**src/rtl/nibble_loader.sv**
```systemverilog
// Assembles a W-bit word from NNIB nibbles, MS nibble first, and offers it downstream
// on a valid/ready handshake with backpressure and overflow reporting.
module nibble_loader #(
  parameter int unsigned NW   = 4,
  parameter int unsigned NNIB = 5,
  parameter int unsigned CW   = 3
) (
  input  logic                 CLK,
  input  logic                 RST,
  input  logic                 CLR,
  input  logic [NW-1:0]        DIN,
  input  logic                 DIN_VALID,
  input  logic                 Y_READY,
  output logic [NW*NNIB-1:0]   Y,
  output logic                 Y_VALID,
  output logic                 BUSY,
  output logic [CW-1:0]        CNT,
  output logic                 OVF
);

  localparam int unsigned W = NW * NNIB;

  typedef enum logic [1:0] {StIdle, StLoad, StFull} state_e;

  state_e       state;
  logic [W-1:0] sr;
  logic [W-1:0] sr_shift;

  assign sr_shift = {sr[W-NW-1:0], DIN};

  always_ff @(posedge CLK) begin
    if (RST) begin
      state   <= StIdle;
      sr      <= '0;
      Y       <= '0;
      Y_VALID <= 1'b0;
      BUSY    <= 1'b0;
      CNT     <= '0;
      OVF     <= 1'b0;
    end else begin
      OVF <= 1'b0;
      if (CLR) begin
        // Abort discards any nibble and handshake this cycle; Y keeps its last word.
        state   <= StIdle;
        sr      <= '0;
        Y_VALID <= 1'b0;
        BUSY    <= 1'b0;
        CNT     <= '0;
      end else begin
        unique case (state)
          StIdle: begin
            if (DIN_VALID) begin
              sr    <= sr_shift;
              CNT   <= CW'(1);
              BUSY  <= 1'b1;
              state <= StLoad;
            end
          end
          StLoad: begin
            if (DIN_VALID) begin
              sr <= sr_shift;
              if (CNT == CW'(NNIB - 1)) begin
                Y       <= sr_shift;
                Y_VALID <= 1'b1;
                CNT     <= '0;
                BUSY    <= 1'b0;
                state   <= StFull;
              end else begin
                CNT <= CNT + CW'(1);
              end
            end
          end
          StFull: begin
            if (Y_READY) begin
              Y_VALID <= 1'b0;
              if (DIN_VALID) begin
                // Drain and start the next word on the same edge.
                sr    <= sr_shift;
                CNT   <= CW'(1);
                BUSY  <= 1'b1;
                state <= StLoad;
              end else begin
                state <= StIdle;
              end
            end else if (DIN_VALID) begin
              OVF <= 1'b1;
            end
          end
          default: state <= StIdle;
        endcase
      end
    end
  end

endmodule

```
**config.mk**
```make
export PLATFORM = sky130hd
export DESIGN_NAME = nibble_loader
export DESIGN_NICKNAME = d
export VERILOG_FILES = /design/src/rtl/nibble_loader.sv
export SDC_FILE = /design/constraint.sdc
export NUM_CORES = 1
export LEC_CHECK = 0
export BUFFER_PORTS_ARGS = -buffer_cell sky130_fd_sc_hd__buf_2
export CAP_MARGIN = 30
export CORE_MARGIN = 2
export CORE_UTILIZATION = 35
export DETAILED_ROUTE_END_ITERATION = 16
export SYNTH_ARGS = -nofsm -noshare
export SYNTH_HDL_FRONTEND = slang
export SYNTH_SLANG_ARGS = --single-unit
```
**constraint.sdc**
```tcl
create_clock -name CLK -period 2.8 [get_ports CLK]
set_clock_uncertainty 0.05 [all_clocks]
set_input_delay 0.14 -clock CLK [delete_from_list [all_inputs] [get_ports CLK]]
set_output_delay 0.14 -clock CLK [all_outputs]
set_load 0.05 [all_outputs]
```
==> impl_metrics.toml, run 1 <==
[floorplan]
io_pins = 35
coreArea_um2 = 4660
die_area_um2 = 5320
dieHeight_um = 72.9
start_util = 0.357
die-width_um = 72.9
num_rows = 25

[layout]
n_antenna_cell = 0
regArea_um2 = 881
utilization = 0.411
area_growth_pct = 15.3
multi_input_area_um2 = 702
final_net_count = 243
fillers = 494
drive_above_1_share = 0.207

[global_route]
antenna_found_initial = 0
grt_pass1_vias = 1221
grt_usage = 0.144
grt_max_degree = 24
grt_pass1_wl_um = 5870
grt.overflow.total = 0

[power]
p_sw_w = 0.000249
combPwrFrac = 0.048
clockPowerShare = 0.355
cellLeakagePower_nw = 0.725
power_density_nw_per_um2 = 554
vdd_drop_max_mv = 0.197
p_seq_frac = 0.597
switching_share = 0.234
internal-power_w = 0.000813

[min_path]
hold_path.class = "in2reg"
hold_path_end = "OVF"
hold_depth = 2
min_from = "CLR"

[timing]
min_period_over_period = 0.590
tightest_slew_ns = 0.830
final-max-slew-violation-count = 0
tns_ns = 0
hold_viol = 0
layout_min_cycle_time_ns = 1.65
rsz0062_at_grt = "false"
max_freq_ghz = 0.605
max_slew_margin = 0.447
setup_viol = 0

[clock_tree]
clk_path_buf_depth = 2
cts_buffers = 5
cts-htree-levels = 2
clock-sinks = 44
cts_setup_buffers = 0
cts_hold_buf = 0
cts_root_buffer = "clkbuf_8"
clk_pin_slew_ns = 0.08
cts_tree = "yes"
clk_latency_ns = 0.29
cts_resized = 0

[route]
ant_nets = 0
wirelength_um = 3390
route.met2.wl_um = 1520
wl_met1_um = 1630
top_layer = "met4"
vias = 1349
vias_per_cell = 4.72
wl_per_cell_um = 11.9
firstDrtPassIters = 4
wl_met3_um = 173
drt-initial-drc-count = 64
drc_errors = 0

[setup_path]
worstSetupPathType = "reg2reg"
cpPeakStageDelay_ns = 0.51
endpoint_kind = "flip-flop"
reg2regPathDepth = 6
start_kind = "flip-flop"
cp_cell_sequence = "inv_1 > ha_1 > nand3_2 > or3_4 > nand2_1 > a21oi_1"
r2r-end = "Y[3]"
cpMaxStageDelayCell = "or3_4"
r2r-start = "CNT[0]"
arrival_ns = 1.77
cp_data_required_time_ns = 2.92
r2r_slack_ns = 1.15
cp_max_fo = 20

[synthesis]
synth_cell_type_count = 26
ys_warn_count = 0
ys_seq_area_frac = 0.530
syn_area_per_cell_um2 = 8.23
synth_area_um2 = 1660
syn_nets = 213
syn_inst = 202
ys_seq_elements = 44

[placement]
gp_congestion = 0.809
hpwl_um = 2190
portBuffers = 34

[run_status]
status = "completed"

[job]
maxCapViolations = 0
-- metal layers --
metal	vias up	track usage
met4	0	0.0679
met1	589	0.194
li1	718	-
met5	-	0
met3	6	0.0414
met2	36	0.212
-- final cells by class --
cell class / instances / share of cell area
flip-flops and latches: 44 / 0.460
multi-input cells: 144 / 0.366
repair buffers: 35 / 0.0927
clock buffers: 5 / 0.0359
well taps: 54 / 0.0352
clock inverters: 2 / 0.00653
inverters: 2 / 0.00392
-- metrics by stage --
step           power, W  cells  hold WS (ns)  setup slack (ns)  cell area (um^2)
6_report        0.00106    286        0.0247              1.15              1920
5_1_grt         0.00111    286        0.0263             0.958              1920
4_1_cts         0.00108    286        0.0148              1.13              1920
3_5_place_dp   0.000700    279         0.330              1.14              1840
3_3_place_gp   0.000700    279         0.343              1.19              1840
2_1_floorplan  0.000685    202         0.166             0.995              1660
-- cell usage after synthesis --
cell,instances,area share
nor2b_1,2,0.0075
a22oi_1,1,0.0045
or2_1,1,0.0038
a21oi_1,40,0.12
or3_4,1,0.0068
a211oi_2,1,0.0075
nand2b_4,1,0.0083
ha_1,2,0.015
buf_2,2,0.0060
clkbuf_1,5,0.011
nand3_2,1,0.0060
dfxtp_1,44,0.53
a21bo_1,1,0.0060
nand2b_1,2,0.0075
o21ai_1,1,0.0030
nor3_1,4,0.012
nor4b_1,1,0.0053
nand4b_1,1,0.0053
buf_6,3,0.020
a21boi_2,1,0.0068
inv_1,2,0.0045
buf_4,2,0.0090
nand2_1,73,0.16
a32oi_1,1,0.0053
nor2_1,8,0.018
a41oi_1,1,0.0053
-- flip-flops by register name, summed over array words and instances, names as in the netlist --
signal   cells
sr          16
Y           20
CNT          3
state        2
OVF          1
Y_VALID      1
BUSY         1
-- cells by family after synthesis --
kind of cell             share of synthesized area
AO/OA/AOI/OAI                                0.159
adder cells (fa/ha/maj)                     0.0150
buffers and inverters                       0.0512
flip-flops                                   0.530
AND/OR/NAND/NOR                              0.245
-- how the worst max path moves through the flow --
stage,start,end,slack (ns),cells after the start
2_1_floorplan,CNT[0],Y[0],1.0,7
3_3_place_gp,CNT[0],Y[8],1.19,6
3_5_place_dp,CNT[0],Y[19],1.14,6
4_1_cts,CNT[0],Y[19],1.13,6
5_1_grt,CNT[0],Y[19],0.96,6
6_report,CNT[0],Y[3],1.15,6
-- cell usage in the layout, fill, tap and decap left out, types with 2 or more instances in the layout --
| master | count |
|---|---|
| a21oi_1 | 40 |
| inv_1 | 2 |
| dfxtp_1 | 44 |
| ha_1 | 2 |
| nand2_1 | 73 |
| nor2_1 | 8 |
| nor2b_1 | 2 |
| buf_2 | 34 |
| nand2b_1 | 2 |
| nor3_1 | 3 |
| clkbuf_8 | 5 |
-- power groups by stage --
| stage | Clock (W) | Sequential [W] | Combinational (W) |
|---|---|---|---|
| floorplan | 0 | 0.000653 | 0.0000326 |
| global placement | 0 | 0.000648 | 0.0000521 |
| detailed placement | 0 | 0.000648 | 0.0000516 |
| CTS | 0.000394 | 0.000633 | 0.0000517 |
| global route | 0.000419 | 0.000634 | 0.0000573 |
| finish | 0.000377 | 0.000633 | 0.0000512 |
-- worst max-delay path, delay by kind of cell (launching register included) --
kind	cells	cell delay, ns
compound gates	1	0.06
flops	1	0.33
simple gates	3	0.74
fa+ha+maj	1	0.24
buf+inv	1	0.10
Note: power is estimated with default switching activity, not from simulation.
==> run 2: changes to the inputs <==
clock period = 1.4 ns   (was 2.8 ns; I/O delays follow)
==> run 2 against run 1 <==
Effect of this change:
- the run now ends with setup timing left
- final cell count is 8.4% higher
- cell area is 20% higher
- sequential power is 99% higher
- first-iteration DRC count is 52% higher
- critical endpoint is now Y[4]
==> impl_metrics.toml, run 2 (synthesis gave the netlist of run 1 again) <==
[run_status]
violations = "setup timing"
status = "finished, violations left"

[layout]
reg.largest.list = "Y x20, sr x16, CNT x3"
final_net_count = 266
layout_commonest_cell = "nand2_1"
n_antenna_cell = 0
regMostFlops = "Y"
utilization = 0.492
drive_above_1_share = 0.363
stdcell_count = 310
area_growth_pct = 37.9
fillers = 470
largest_reg_flops = 20
final_cell_mix = "nand2_1 (68), dfxtp_1 (39), buf_2 (34), a21oi_1 (31), buf_4 (12)"

[clock_tree]
cts_root_buffer = "clkbuf_8"
clk_pin_slew_ns = 0.08
cts_buffers = 5
cts-htree-levels = 2
cts_tree = "yes"
clock-sinks = 44
clk_latency_ns = 0.30
clk_path_buf_depth = 2

[floorplan]
num_rows = 25
coreArea_um2 = 4660
io_pins = 35
start_util = 0.357
die-width_um = 72.9
die_area_um2 = 5320
dieHeight_um = 72.9

[timing]
layout_min_cycle_time_ns = 1.42
tightest_slew_ns = 0.316
max_freq_ghz = 0.705
max_slew_margin = 0.789
setup_viol = 14
rsz0062_at_grt = "true"
hold_viol = 0
min_period_over_period = 1.01
final-max-slew-violation-count = 0
tns_ns = -0.0981
whs_ns = 0.0450
fin_ws_ns = -0.0176

[route]
drt-initial-drc-count = 97
wirelength_um = 3990
ant_nets = 0
firstDrtPassIters = 4
drc_errors = 0
wl_per_cell_um = 12.9
vias_per_cell = 4.90
vias = 1518

[setup_path]
start_kind = "flip-flop"
cp_data_required_time_ns = 1.53
arrival_ns = 1.55
worstSetupPathType = "reg2reg"
endpoint_kind = "flip-flop"
cp_max_fo = 6

[global_route]
grt.overflow.total = 0
antenna_found_initial = 0
busiest_layer = "met2"
grt_pass1_vias = 1269
grt_pass1_wl_um = 6270
grt_usage = 0.154
grtUsageMet3 = 0.0414
met1_usage = 0.216
grt_max_degree = 22
grt_util_met2 = 0.227

[placement]
place_inst = 293
hpwl_um = 2370
portBuffers = 34
gp_congestion = 0.814
place_ws_ns = -0.0758

[min_path]
hold_path.class = "in2reg"

[power]
power_density_nw_per_um2 = 1050
vdd_drop_max_mv = 0.439
cellLeakagePower_nw = 0.881

[job]
maxCapViolations = 0
run 2: cell types whose count changed in the layout (fill, tap and decap cells not counted), sizes merged:
cell	previous run	this run
clkinv	1	2
dlygate4sd3	0	4
bufinv	0	1
buf	35	51
or3	1	4
clkinvlp	1	0
run 2: final timing paths:
kind               start    to  slack (ns)  cells past startpoint
setup / recovery  CNT[1]  Y[4]       -0.02                      6
hold / removal       CLR   OVF        0.05                      2
setup reg to reg  CNT[1]  Y[4]       -0.02                      6
hold reg to reg     Y[1]  Y[1]        0.40                      2
run 2: timing repair:
item | in CTS | in global routing
buffers inserted | 0 | 1
pin swaps | 1 | 6
gates cloned | 3 | 1
hold buffers | 4 | 0
gates resized for setup | 8 | 24
endpoints found under the setup margin | 20 | 34
hold endpoints to repair | 8 | 0
run 2: cell type report:
class / count / area (um^2) / share of cell area
multi-input cells: 147 / 831 / 0.362
clock inverters: 3 / 47.5 / 0.0207
clock buffers: 5 / 68.8 / 0.0300
inverters: 2 / 10.0 / 0.00436
flip-flops and latches: 44 / 895 / 0.390
repair buffers: 55 / 374 / 0.163
well taps: 54 / 67.6 / 0.0295
run 2: through the flow:
step                      total power [W]  cell area [um^2]
after floorplan                   0.00137              1690
after global placement            0.00143              1990
after detailed placement          0.00143              1990
after CTS                         0.00244              2200
after global routing              0.00250              2290
final                             0.00242              2290
run 2: critical path, cell delays in order, from the launching register on:
cell and delay [ns]:
dfxtp_4 0.35, inv_2 0.06, ha_4 0.14, nand3_4 0.14, or3_4 0.41, nand2_1 0.11
a21oi_2 0.05
run 2: per-layer routing:
metal / up-vias / share of wire / wire, um
met5: - / 0 / 0
met2: 43 / 0.44 / 1770
li1: 778 / - / -
met4: 0 / 0.014 / 55
met3: 5 / 0.074 / 295
met1: 692 / 0.47 / 1870
run 2: report_power, final:
part | switching, W | internal, W | leakage (nW) | total (W)
clock network | 0.000458 | 0.000538 | 0.0583 | 0.000995
registers | 0.00000834 | 0.00125 | 0.358 | 0.00126
logic | 0.0000935 | 0.0000660 | 0.464 | 0.000159
total | 0.000559 | 0.00186 | 0.881 | 0.00242
